===== src/rtl/cpu_convert_unit.sv =====
// ============================================================================
// cpu_convert_unit
// ----------------------------------------------------------------------------
// Multi-cycle WebAssembly numeric conversion unit for the stack CPU.
// Handles i32.wrap_i64, i64.extend_i32_s/u, the four reinterpret ops
// (i32<->f32, i64<->f64) and the eight float->int truncations. One op is
// accepted through a valid/ready handshake; the result (or a trap code) is
// held on the output side until the consumer takes it.
//
// Ports
//   clk          clock, all state updates on posedge
//   reset        synchronous, active-high
//   in_valid     op + operand presented by the execute stage
//   in_ready     unit idle and holding no result
//   in_opcode    wasm opcode 0xA7-0xB1 or 0xBC-0xBF
//   in_operand   operand bits; 32-bit operands live in [31:0]
//   out_valid    result or trap available, held until out_ready
//   out_ready    consumer takes the result
//   result       result bits; 32-bit results zero-extended
//   result_type  i32/i64/f32/f64 tag of the result
//   trap         trap code (0 = none), valid with out_valid
//
// Parameters
//   HAS_FPU      0: every float-typed op traps NO_FPU
//   USE_64B      0: any op touching an i64/f64 value traps NO_64B
//   SHIFT_STEP   mantissa shift distance per SHIFT cycle (1, 2, 4 or 8)
// ============================================================================
module cpu_convert_unit #(
    parameter bit HAS_FPU    = 1'b1,
    parameter bit USE_64B    = 1'b1,
    parameter int SHIFT_STEP = 1
) (
    input  logic        clk,
    input  logic        reset,
    input  logic        in_valid,
    output logic        in_ready,
    input  logic [7:0]  in_opcode,
    input  logic [63:0] in_operand,
    output logic        out_valid,
    input  logic        out_ready,
    output logic [63:0] result,
    output logic [1:0]  result_type,
    output logic [3:0]  trap
);

    // Value-type and trap encodings shared with the rest of the CPU (cpu.vh).
    localparam logic [1:0] T_I32 = 2'd0;
    localparam logic [1:0] T_I64 = 2'd1;
    localparam logic [1:0] T_F32 = 2'd2;
    localparam logic [1:0] T_F64 = 2'd3;

    localparam logic [3:0] TRAP_NONE               = 4'd0;
    localparam logic [3:0] TRAP_INVALID_OPCODE     = 4'd1;
    localparam logic [3:0] TRAP_INTEGER_OVERFLOW   = 4'd2;
    localparam logic [3:0] TRAP_INVALID_CONVERSION = 4'd3;
    localparam logic [3:0] TRAP_NO_FPU             = 4'd4;
    localparam logic [3:0] TRAP_NO_64B             = 4'd5;

    localparam logic [2:0] S_IDLE  = 3'd0;
    localparam logic [2:0] S_EXEC  = 3'd1;
    localparam logic [2:0] S_CHECK = 3'd2;
    localparam logic [2:0] S_SHIFT = 3'd3;
    localparam logic [2:0] S_DONE  = 3'd4;

    localparam logic [6:0] STEP = 7'(SHIFT_STEP);

    typedef struct packed {
        logic       legal;
        logic       uses_64;
        logic       uses_fpu;
        logic       is_trunc;
        logic [1:0] dst_type;
    } op_info_t;

    function automatic op_info_t decode_op(input logic [7:0] op);
        op_info_t d;
        d = '{legal: 1'b0, uses_64: 1'b0, uses_fpu: 1'b0, is_trunc: 1'b0, dst_type: T_I32};
        case (op)
            8'hA7:               d = '{1'b1, 1'b1, 1'b0, 1'b0, T_I32};
            8'hA8, 8'hA9:        d = '{1'b1, 1'b0, 1'b1, 1'b1, T_I32};
            8'hAA, 8'hAB:        d = '{1'b1, 1'b1, 1'b1, 1'b1, T_I32};
            8'hAC, 8'hAD:        d = '{1'b1, 1'b1, 1'b0, 1'b0, T_I64};
            8'hAE, 8'hAF,
            8'hB0, 8'hB1:        d = '{1'b1, 1'b1, 1'b1, 1'b1, T_I64};
            8'hBC:               d = '{1'b1, 1'b0, 1'b1, 1'b0, T_I32};
            8'hBD:               d = '{1'b1, 1'b1, 1'b1, 1'b0, T_I64};
            8'hBE:               d = '{1'b1, 1'b0, 1'b1, 1'b0, T_F32};
            8'hBF:               d = '{1'b1, 1'b1, 1'b1, 1'b0, T_F64};
            default:             d = '{1'b0, 1'b0, 1'b0, 1'b0, T_I32};
        endcase
        return d;
    endfunction

    // Apply the sign and narrow to the destination width (i32 results are
    // zero-extended into the upper word).
    function automatic logic [63:0] finalize(input logic [63:0] mag, input logic neg,
                                             input logic wide);
        logic [63:0] v;
        v = neg ? (~mag + 64'd1) : mag;
        return wide ? v : {32'd0, v[31:0]};
    endfunction

    // ------------------------------------------------------------------------
    // State
    // ------------------------------------------------------------------------
    logic [2:0]  state_q,   state_d;
    logic [63:0] result_q,  result_d;
    logic [1:0]  rtype_q,   rtype_d;
    logic [3:0]  trap_q,    trap_d;
    logic [7:0]  opcode_q,  opcode_d;
    logic [63:0] operand_q, operand_d;
    logic [3:0]  pretrap_q, pretrap_d;
    logic [1:0]  dst_q,     dst_d;
    logic [63:0] mag_q,     mag_d;
    logic [6:0]  rem_q,     rem_d;

    // ------------------------------------------------------------------------
    // Accept-time decode: structural traps resolved before any datapath work
    // ------------------------------------------------------------------------
    op_info_t   in_info;
    logic [3:0] in_pretrap;

    always_comb begin
        in_info = decode_op(in_opcode);
        if (!in_info.legal)                       in_pretrap = TRAP_INVALID_OPCODE;
        else if (in_info.uses_64  && !USE_64B)    in_pretrap = TRAP_NO_64B;
        else if (in_info.uses_fpu && !HAS_FPU)    in_pretrap = TRAP_NO_FPU;
        else                                      in_pretrap = TRAP_NONE;
    end

    // ------------------------------------------------------------------------
    // Float classification of the latched operand (used in CHECK and SHIFT)
    // ------------------------------------------------------------------------
    logic               src_f64, dst64, is_unsigned;
    logic               f_sign, exp_ones, mant_zero;
    logic [12:0]        exp_raw;
    logic signed [12:0] bias, exp_e, n_bits, m_val;
    logic [63:0]        sig;
    logic               is_nan, is_inf, is_small, is_ovf, shift_left;
    logic [6:0]         shift_cnt;

    always_comb begin
        src_f64     = (opcode_q == 8'hAA) || (opcode_q == 8'hAB) ||
                      (opcode_q == 8'hB0) || (opcode_q == 8'hB1);
        dst64       = (opcode_q >= 8'hAE);
        is_unsigned = opcode_q[0];

        if (src_f64) begin
            f_sign    = operand_q[63];
            exp_raw   = {2'b00, operand_q[62:52]};
            exp_ones  = &operand_q[62:52];
            mant_zero = (operand_q[51:0] == 52'd0);
            sig       = {11'd0, 1'b1, operand_q[51:0]};
            bias      = 13'sd1023;
            m_val     = 13'sd52;
        end else begin
            f_sign    = operand_q[31];
            exp_raw   = {5'b00000, operand_q[30:23]};
            exp_ones  = &operand_q[30:23];
            mant_zero = (operand_q[22:0] == 23'd0);
            sig       = {40'd0, 1'b1, operand_q[22:0]};
            bias      = 13'sd127;
            m_val     = 13'sd23;
        end

        exp_e    = $signed(exp_raw) - bias;
        n_bits   = dst64 ? 13'sd64 : 13'sd32;
        is_nan   = exp_ones && !mant_zero;
        is_inf   = exp_ones && mant_zero;
        is_small = (exp_e < 13'sd0);

        // Only -2^(N-1) itself survives at E == N-1 on the signed side; on
        // the unsigned side any negative value with E >= 0 is at most -1.0.
        if (is_unsigned)
            is_ovf = (exp_e >= n_bits) || f_sign;
        else
            is_ovf = (exp_e >= n_bits - 13'sd1) &&
                     !(f_sign && (exp_e == n_bits - 13'sd1) && mant_zero);

        // Meaningful only on the in-range path, where 0 <= E <= 63.
        shift_left = (exp_e > m_val);
        shift_cnt  = shift_left ? (exp_e[6:0] - m_val[6:0]) : (m_val[6:0] - exp_e[6:0]);
    end

    // ------------------------------------------------------------------------
    // Shifter: moves at most STEP bits per cycle, the last step may be short
    // ------------------------------------------------------------------------
    logic [6:0]  step;
    logic [63:0] mag_shifted;
    logic [6:0]  rem_left;

    always_comb begin
        step        = (rem_q > STEP) ? STEP : rem_q;
        mag_shifted = shift_left ? (mag_q << step) : (mag_q >> step);
        rem_left    = rem_q - step;
    end

    // ------------------------------------------------------------------------
    // Next-state logic
    // ------------------------------------------------------------------------
    // NOTE: every signal assigned below gets a default first so no path can
    // leave one unassigned and infer a latch.
    always_comb begin
        state_d   = state_q;
        result_d  = result_q;
        rtype_d   = rtype_q;
        trap_d    = trap_q;
        opcode_d  = opcode_q;
        operand_d = operand_q;
        pretrap_d = pretrap_q;
        dst_d     = dst_q;
        mag_d     = mag_q;
        rem_d     = rem_q;

        case (state_q)
            S_IDLE: begin
                if (in_valid) begin
                    opcode_d  = in_opcode;
                    operand_d = in_operand;
                    pretrap_d = in_pretrap;
                    dst_d     = in_info.dst_type;
                    state_d   = (in_pretrap != TRAP_NONE || !in_info.is_trunc) ? S_EXEC
                                                                              : S_CHECK;
                end
            end

            S_EXEC: begin
                rtype_d = dst_q;
                trap_d  = pretrap_q;
                if (pretrap_q != TRAP_NONE) begin
                    result_d = 64'd0;
                end else begin
                    case (opcode_q)
                        8'hA7, 8'hBC, 8'hBE: result_d = {32'd0, operand_q[31:0]};
                        8'hAC:               result_d = {{32{operand_q[31]}}, operand_q[31:0]};
                        8'hAD:               result_d = {32'd0, operand_q[31:0]};
                        default:             result_d = operand_q;
                    endcase
                end
                state_d = S_DONE;
            end

            S_CHECK: begin
                rtype_d = dst_q;
                if (is_nan) begin
                    result_d = 64'd0;
                    trap_d   = TRAP_INVALID_CONVERSION;
                    state_d  = S_DONE;
                end else if (is_inf || (!is_small && is_ovf)) begin
                    result_d = 64'd0;
                    trap_d   = TRAP_INTEGER_OVERFLOW;
                    state_d  = S_DONE;
                end else if (is_small) begin
                    result_d = 64'd0;
                    trap_d   = TRAP_NONE;
                    state_d  = S_DONE;
                end else if (shift_cnt == 7'd0) begin
                    result_d = finalize(sig, f_sign, dst64);
                    trap_d   = TRAP_NONE;
                    state_d  = S_DONE;
                end else begin
                    mag_d   = sig;
                    rem_d   = shift_cnt;
                    state_d = S_SHIFT;
                end
            end

            S_SHIFT: begin
                mag_d = mag_shifted;
                rem_d = rem_left;
                if (rem_left == 7'd0) begin
                    result_d = finalize(mag_shifted, f_sign, dst64);
                    trap_d   = TRAP_NONE;
                    state_d  = S_DONE;
                end
            end

            S_DONE: begin
                if (out_ready) state_d = S_IDLE;
            end

            default: state_d = S_IDLE;
        endcase
    end

    // ------------------------------------------------------------------------
    // Registers
    // ------------------------------------------------------------------------
    // NOTE: sequential state uses non-blocking assignments so every register
    // samples the pre-edge value of every other register.
    always_ff @(posedge clk) begin
        if (reset) begin
            state_q  <= S_IDLE;
            result_q <= 64'd0;
            rtype_q  <= T_I32;
            trap_q   <= TRAP_NONE;
        end else begin
            state_q  <= state_d;
            result_q <= result_d;
            rtype_q  <= rtype_d;
            trap_q   <= trap_d;
        end
    end

    // NOTE: the working datapath is deliberately left out of reset; it is
    // always written at accept or in CHECK before anything reads it.
    always_ff @(posedge clk) begin
        opcode_q  <= opcode_d;
        operand_q <= operand_d;
        pretrap_q <= pretrap_d;
        dst_q     <= dst_d;
        mag_q     <= mag_d;
        rem_q     <= rem_d;
    end

    assign in_ready    = (state_q == S_IDLE);
    assign out_valid   = (state_q == S_DONE);
    assign result      = result_q;
    assign result_type = rtype_q;
    assign trap        = trap_q;

endmodule

===== config.mk =====
export PLATFORM = sky130hd
export DESIGN_NAME = cpu_convert_unit
export DESIGN_NICKNAME = d
export VERILOG_FILES = /design/src/rtl/cpu_convert_unit.sv
export SDC_FILE = /design/constraint.sdc
export NUM_CORES = 1
export LEC_CHECK = 0
export ABC_AREA = 1
export CORE_MARGIN = 4
export CORE_UTILIZATION = 60
export DETAILED_ROUTE_END_ITERATION = 12
export DONT_BUFFER_PORTS = 1
export GPL_ROUTABILITY_DRIVEN = 0
export PLACE_DENSITY = 0.79
export REMOVE_ABC_BUFFERS = 1
export SYNTH_ARGS = -nofsm -noshare
export SYNTH_HDL_FRONTEND = slang
export SYNTH_SLANG_ARGS = --single-unit

===== constraint.sdc =====
create_clock -name clk -period 12.3 [get_ports clk]
set_input_delay 3.69 -clock clk [delete_from_list [all_inputs] [get_ports clk]]
set_output_delay 3.69 -clock clk [all_outputs]
set_load 0.02 [all_outputs]

-- After elaboration in Yosys (flattened, before gate mapping)
Cells that the tools add are included.
- flip-flop bits (word level): 222
- output and inout bits: 72
- add/subtract/negate cells: 7
- order comparisons: 6
- eq/ne operators: 37
- shift operators: 2
- mux-type cells: 51
- bitwise logic cells: 2
- reductions and logical operators: 37
- operator list (kind ; number):
    $mux W64 ; 15
    $pmux W64 S2 ; 2
    $eq A8 B8 Y1 const B ; 24
    $pmux W64 S3 ; 1
    $add A64 B1 Y64 const B ; 2
    $not A64 Y64 ; 2
    $shl A64 B7 Y64 ; 1
    $shr A64 B7 Y64 ; 1
    $pmux W6 S9 ; 1
    $mux W53 ; 1
    $logic_not A52 Y1 ; 1
    $mux W7 ; 7
    $ge A13 B8 Y1 ; 2
    $logic_not A23 Y1 ; 1
    $mux W3 ; 7
    $sub A7 B7 Y7 ; 3
    $mux W4 ; 5
    $pmux W3 S5 ; 1
    $logic_not A7 Y1 ; 2
    $pmux W7 S2 ; 1
    $eq A13 B8 Y1 ; 1
    $gt A13 B13 Y1 ; 1
    $lt A13 B1 Y1 const B ; 1
    $sub A13 B13 Y13 ; 1
    29 further kinds ; 58

-- Logic depth before layout (Yosys ltp)
Gate-level depths: netlist of the first run.
- depth in word-level cells: 17
- gate-level depth with buffers: 40
- gate-level depth less buffers: 39

-- Worst setup path after synthesis of the first run
OpenSTA, ideal clock, no wires.
- path kind: input-to-reg
- from: in in_valid
- to: reg dst_q[0] (enable)
- library setup time: 509 ps
- arrival: 6834 ps
- required time: 11791 ps
- setup slack: 4957 ps
- cell stages on the path: 2
- path buffers: 0
- cell sequence: inv_1 -> nor2_1
- cells in the longest elaborated chain, start to end: 1
- ends and longest elaborated chain (element ; RTL line ; source):
    start, declared ; 35 ; input logic in_valid,
    $reduce_and A2 Y1 (no line) ; n/a ;
    end signal, assigned ; 311 ; dst_q <= dst_d;
    end, declared ; 113 ; logic [1:0] dst_q, dst_d;
Every way passes these cells.
A chain may end at the register's enable or synchronous reset.

-- Worst setup path after layout of the first run
- from: reg opcode_q[6]
- to: reg result_q[31] (netlist: result[31])
- cells in the longest elaborated chain, start to end: 17
- elaborated cells between the ends (all ways): 56
- ends and longest elaborated chain (element ; RTL line ; source):
    start, declared ; 110 ; logic [7:0] opcode_q, opcode_d;
    start signal, assigned ; 308 ; opcode_q <= opcode_d;
    parallel branches: the longest is 17 deep, another holds $add A64 B1 Y64 ; n/a ;
    end signal, assigned ; 299 ; result_q <= result_d;
    end, declared ; 107 ; logic [63:0] result_q, result_d;
Parallel ways; which one is timed is not known. The select of a mux whose other input is x is not followed.

==> results of run 1 <==
[through the flow]
| step | setup slack (ps) | instances | instance area (um2) | hold WS (ps) | power [mW] |
|---|---|---|---|---|---|
| floorplan | 4020 | 2369 | 15500 | 446 | 1.42 |
| CTS | 5900 | 2768 | 17000 | 490 | 2.38 |
| finish | 5760 | 2768 | 17000 | 478 | 2.39 |
| detailed placement | 5920 | 2722 | 16100 | 475 | 1.59 |
| global placement | 6160 | 2722 | 16100 | 465 | 1.57 |
| global route | 5080 | 2768 | 17000 | 525 | 2.51 |
[cells in the final DEF (no fill, tap or decap), types with 5 or more instances in the layout]
cell type / count
xnor2_1: 5
xor2_1: 46
buf_4: 18
ha_1: 12
dfxtp_1: 71
a21oi_1: 86
inv_2: 8
nand3b_1: 10
o22ai_1: 16
o21ai_1: 36
nand2_2: 37
nor4_1: 12
inv_1: 240
or2_2: 12
o21ai_0: 136
nand4_1: 41
nor2_2: 17
nand3_1: 194
edfxtp_1: 146
o211ai_1: 9
a31oi_1: 6
nor2_4: 5
nand2_1: 560
nor2_1: 592
clkbuf_16: 26
nor3_1: 22
[flip-flops by register name, indices dropped and copies added, names as in the netlist]
signal,count
mag_q,64
operand_q,64
result,64
opcode_q,8
rem_q,7
state_q,3
dst_q,2
result_type,2
trap,2
pretrap_q,1
[power groups by stage]
stage                     logic (mW)  clock network, mW  registers, mW
final                          0.596              0.800          0.994
after global routing           0.671              0.838           1.00
after CTS                      0.583              0.805          0.993
after detailed placement       0.578                  0           1.01
after global placement         0.564                  0           1.01
after floorplan                0.437                  0          0.984
[worst max-delay path, delay by kind of cell, from the launching register on]
family          cells  cell delay [ps]
simple gates       18             3010
buf+inv             8             1740
fa+ha+maj           2              650
compound gates      4              520
flops               1              400
[worst max path at each step]
stage	startpoint	end	slack [ps]	cells after the start
2_1_floorplan	state_q[1]$_SDFFE_PP0P_	mag_q[0]$_DFFE_PP_	4020	6
3_3_place_gp	opcode_q[6]$_DFFE_PP_	result[23]$_SDFFE_PP0P_	6160	32
3_5_place_dp	opcode_q[2]$_DFFE_PP_	result[31]$_SDFFE_PP0P_	5920	32
4_1_cts	opcode_q[2]$_DFFE_PP_	result[31]$_SDFFE_PP0P_	5900	32
5_1_grt	opcode_q[2]$_DFFE_PP_	result[31]$_SDFFE_PP0P_	5080	33
6_report	opcode_q[6]$_DFFE_PP_	result[31]$_SDFFE_PP0P_	5760	32
[cells by family (layout without fill, tap and decap cells)]
kind of cell    Yosys count  count (layout)
simple gates           1522            1522
buf+inv                 355             313
compound gates          314             314
flops                   217             217
xor+xnor                 51              51
fa+ha+maj                14              14
other cells               1               2
[layout make-up]
type                            count  area share, %
Sequential cell                   217           34.1
Timing Repair Buffer               18          0.795
Tap cell                          335           2.46
Clock buffer                       33           4.22
Multi-Input combinational cell   1903           51.9
Clock inverter                     13           1.04
Inverter                          249           5.50
[layer usage]
layer	share of wire [%]	wire length (um)	global-route usage (%)	vias up
met1	39	19700	45.7	7498
met5	0	0	0	-
li1	-	-	-	7905
met3	13	6430	7.47	179
met4	4.7	2370	13.7	0
met2	43	21500	51.0	1071
==> results_dict.tcl, run 1 <==
set metrics [dict create \
    status "complete, no violations" \
    grt_pass1_wl_um 79000 \
    worstPathArrival_ps 6970 \
    cp-end-kind "register" \
    synth_xor_xnor_area_share_pct 2.79 \
    grtUsageTotal_pct 33.3 \
    period_share_pct 53.1 \
    crit_type "register to register" \
    slew_viol_final 0 \
    tightest_slew_ps 1160 \
    final_util_pct 64.9 \
    rrSetupSlack_ps 5760 \
    firstDrtPassIters 8 \
    syn_avg_cell_area_um2 6.48 \
    min_period_ps 6540 \
    cts_made_buffers 25 \
    slew_headroom_pct 22.5 \
    synth_top_area_cell "edfxtp_1" \
    slowest_stage "nand2_4" \
    min_path_cells 2 \
    synth_simple_gate_area_share_pct 40.2 \
    synth-edff-count 146 \
    netlist_top_cells_area "edfxtp_1 27%, nor2_1 14%, nand2_1 13%, dfxtp_1 8.9%, nand3_1 6.1%" \
    yosysUniqueCellTypes 54 \
    rsz0062_at_grt "false" \
    grt_pass1_vias 15352 \
    via_count 16653 \
    combPwrFrac_pct 25.0 \
    holdBufCountCts 0 \
    synthAdderAreaFrac_pct 1.19 \
    ioPinCount 148 \
    layout-drive-gt1-share_pct 6.41 \
    max_stage_delay_ps 710 \
    grt-ovfl-total 0 \
    vdd_drop_max_mv 0.151 \
    core_area_mm2 0.0262 \
    p_int_mw 1.54 \
    diodes 0 \
    power_density_mw_per_mm2 141 \
    synth_flop_cell "edfxtp_1" \
    synth_common_cells "595 x nor2_1, 562 x nand2_1, 241 x inv_1" \
    crit_required_ps 12730 \
    fillCellCount 2299 \
    yosysMostFrequentCell "nor2_1" \
    hold_viol 0 \
    initial_utilization_pct 61.2 \
    p_leak_nw 7.34 \
    finClkSkew_ps 12.0 \
    reg2reg_from "opcode_q[6]$_DFFE_PP_" \
    cts_tree "built" \
    cap_violations 0 \
    post-cts-setup-buffers 0 \
    clk_latency_ps 540 \
    clk_pin_slew_ps 60 \
    worstHoldStart "dst_q[0]$_DFFE_PP_" \
    pwr-share-seq_pct 41.6 \
    clockBufferDepth 3 \
    drt_iter0_drc 2157 \
    worstPathMaxFanout 70 \
    cts.sinks 217 \
    finalSetupViolCount 0 \
    p_switching_mw 0.851 \
    synth_cells 2474 \
    cts_resized 0 \
    ys_seq_area_share_pct 36.2 \
    path_common_cell "nand2_1" \
    die_height_um 171 \
    clockPowerShare_pct 33.5 \
    min_path_type "register to register" \
    ys_ff_latch 217 \
    r2r_end "result[31]$_SDFFE_PP0P_" \
    drt-total-wl_um 50000 \
    num_rows 59 \
    setup-tns-final_ps 0 \
    dp_hpwl_um 35500 \
    synth_top_family_by_area "simple AND/OR/NAND/NOR gates" \
    start_kind "register" \
    multi_input_area_mm2 0.00882 \
    clockRootBuffer "clkbuf_16" \
    drc 0 \
    synth_compound_area_share_pct 10.6 \
    async_reset_ff_share_pct 0 \
    fmax_ghz 0.153 \
    synth_area_mm2 0.0160 \
    syn2layout_area_growth_pct 6.06 \
    io_buffers 0 \
    worstRegToRegCells 32 \
    final_antenna_net_count 0 \
    synth_mux_area_share_pct 0 \
    layout.nets 2504 \
    yosys.area.top_type_share_pct 27.3 \
    wl_per_cell_um 18.1 \
    seq_area_mm2 0.00581 \
    grt_antenna_before_repair 0 \
    fp.dieW_um 171 \
    grt_max_degree 82 \
    via_per_inst 6.02 \
    die_area_mm2 0.0294 \
    hold-path-endpoint "result_type[0]$_SDFFE_PP0P_" \
    yosysWarnings 0 \
    sw_frac_of_total_pct 35.6 \
    h-tree-depth 1 \
]
Power figures use the tool's default switching activity.
==> run 2, diff against run 1 <==
--- a/config.mk
+++ b/config.mk
@@ -7,11 +7,11 @@
 export LEC_CHECK = 0
 export ABC_AREA = 1
 export CORE_MARGIN = 4
-export CORE_UTILIZATION = 60
+export CORE_UTILIZATION = 59
 export DETAILED_ROUTE_END_ITERATION = 12
 export DONT_BUFFER_PORTS = 1
 export GPL_ROUTABILITY_DRIVEN = 0
-export PLACE_DENSITY = 0.79
+export PLACE_DENSITY = 0.81
 export REMOVE_ABC_BUFFERS = 1
 export SYNTH_ARGS = -nofsm -noshare
 export SYNTH_HDL_FRONTEND = slang
==> constraint.sdc (replaced) <==
create_clock -name clk -period 5.8 [get_ports clk]
set_input_delay 1.74 -clock clk [delete_from_list [all_inputs] [get_ports clk]]
set_output_delay 1.74 -clock clk [all_outputs]
set_load 0.02 [all_outputs]
==> results_dict.tcl, run 2 (same netlist as run 1, synthesis figures left out) <==
set metrics [dict create \
    status "complete, no violations" \
    drc 0 \
    period_share_pct 91.8 \
    min_path_type "register to register" \
    pwr-share-seq_pct 42.0 \
    whs_ps 496 \
    syn2layout_area_growth_pct 6.53 \
    via_count 16646 \
    seq_area_mm2 0.00581 \
    slew_viol_final 0 \
    multi_input_area_mm2 0.00883 \
    worstRegToRegCells 37 \
    h-tree-depth 1 \
    power_density_mw_per_mm2 294 \
    vdd_drop_max_mv 0.278 \
    crit_required_ps 6250 \
    finalSetupViolCount 0 \
    clockBufferDepth 3 \
    slew_headroom_pct 28.3 \
    tightest_slew_ps 1070 \
    reg2reg_from "opcode_q[2]$_DFFE_PP_" \
    layout-drive-gt1-share_pct 6.77 \
    max_stage_delay_ps 430 \
    fin_area_mm2 0.0171 \
    wl_per_cell_um 18.0 \
    cts_tree "built" \
    crit_family "simple AND/OR/NAND/NOR gates" \
    num_rows 60 \
    ioPinCount 148 \
    slowest_stage "edfxtp_1" \
    core_area_mm2 0.0269 \
    layout.nets 2511 \
    cp-end-kind "register" \
    grt_pass1_vias 15379 \
    die_area_mm2 0.0299 \
    clockPowerShare_pct 32.3 \
    cts.sinks 217 \
    fp.dieW_um 173 \
    via_per_inst 5.99 \
    path_depth 37 \
    crit_type "register to register" \
    dpl-instance-area_mm2 0.0162 \
    combPwrFrac_pct 25.8 \
    post-cts-setup-buffers 0 \
    fillCellCount 2409 \
    place_ws_ps 576 \
    p_leak_nw 7.38 \
    drt-total-wl_um 50100 \
    clockRootBuffer "clkbuf_16" \
    min_path_cells 2 \
    cap_violations 0 \
    grt_pass1_wl_um 78900 \
    io_buffers 0 \
    clk_latency_ps 550 \
    worstPathArrival_ps 5770 \
    path_buf_inv 7 \
    layout_commonest_cell "nor2_1" \
    cts_made_buffers 24 \
    min_period_ps 5320 \
    start_kind "register" \
    cp-startpoint "opcode_q[2]$_DFFE_PP_" \
    path_common_cell "nand2_1" \
    sw_frac_of_total_pct 36.6 \
    p_int_mw 3.19 \
    die_height_um 173 \
    worstHoldStart "dst_q[1]$_DFFE_PP_" \
    worstPathMaxFanout 24 \
    hold_viol 0 \
    fmax_ghz 0.188 \
    p_switching_mw 1.84 \
    finClkSkew_ps 24.3 \
    grt_max_degree 94 \
    initial_utilization_pct 59.7 \
    drt_iter0_drc 2223 \
    grtUsageTotal_pct 31.8 \
    layout_common_cells "592 x nor2_1, 560 x nand2_1, 240 x inv_1" \
    dp_hpwl_um 36900 \
    grt_antenna_before_repair 1 \
    final_antenna_net_count 0 \
    grt-ovfl-total 0 \
    rsz0062_at_grt "false" \
    firstDrtPassIters 6 \
    setup_ws_ps 476 \
    clk_pin_slew_ps 60 \
    diodes 0 \
]
==> run 2: changes by cell type in the layout (fill, tap and decap cells not counted), moves of 2 or more <==
cell	before	now
buf_12	0	3
buf_4	18	23
bufinv_16	4	2
clkbuf_1	3	0
clkbuf_8	4	7
clkinv_2	4	7
clkinvlp_4	2	0
==> run 2: power by group through the flow <==
stage | Clock [mW] | Combinational, mW | Sequential (mW)
after global routing | 1.70 | 1.44 | 2.13
after global placement | 0 | 1.22 | 2.13
after floorplan | 0 | 0.926 | 2.09
after detailed placement | 0 | 1.25 | 2.14
after CTS | 1.63 | 1.26 | 2.11
final | 1.62 | 1.29 | 2.11
==> run 2: repair_timing <==
action                                  in CTS  in global routing
hold buffers                                 0                  0
resized for setup                            0                  2
endpoints found under the setup margin       0                  9
==> run 2: through the flow <==
step | total power, mW | std cells | TNS, ps | util [%]
finish | 5.03 | 2780 | 0 | 63.6
global route | 5.27 | 2780 | 0 | 63.6
CTS | 5.00 | 2780 | 0 | 63.5
detailed placement | 3.39 | 2736 | 0 | 60.3
global placement | 3.35 | 2736 | 0 | 60.3
floorplan | 3.01 | 2369 | -413660 | -
==> run 2: metal layers <==
layer / global-route usage [%] / vias to the layer above / part of all wire, %
met2: 49.1 / 1022 / 43
met1: 41.6 / 7516 / 39
li1: - / 7914 / -
met3: 8.99 / 192 / 12
met4: 15.1 / 2 / 5.4
met5: 0 / - / 0.022
==> run 2: path summary, 6_finish.rpt <==
kind	end	slack, ps
setup reg to reg	result[52]$_SDFFE_PP0P_	480
setup / recovery	result[52]$_SDFFE_PP0P_	480
hold reg to reg	result_type[1]$_SDFFE_PP0P_	500
hold / removal	result_type[1]$_SDFFE_PP0P_	500
==> run 2: worst register-to-register path: cells and delay by family (launching register included) <==
family          cells  cell delay (ps)
simple gates       26             3310
compound gates      1               80
buf+inv             7              550
fa+ha+maj           3              840
flops               1              430
==> run 2: area by class of cell <==
class / count / area share [%]
clock inverters: 12 / 0.740
inverters: 249 / 5.47
repair buffers: 26 / 1.36
flip-flops and latches: 217 / 34.0
well taps: 341 / 2.50
clock buffers: 32 / 4.23
multi-input cells: 1903 / 51.7
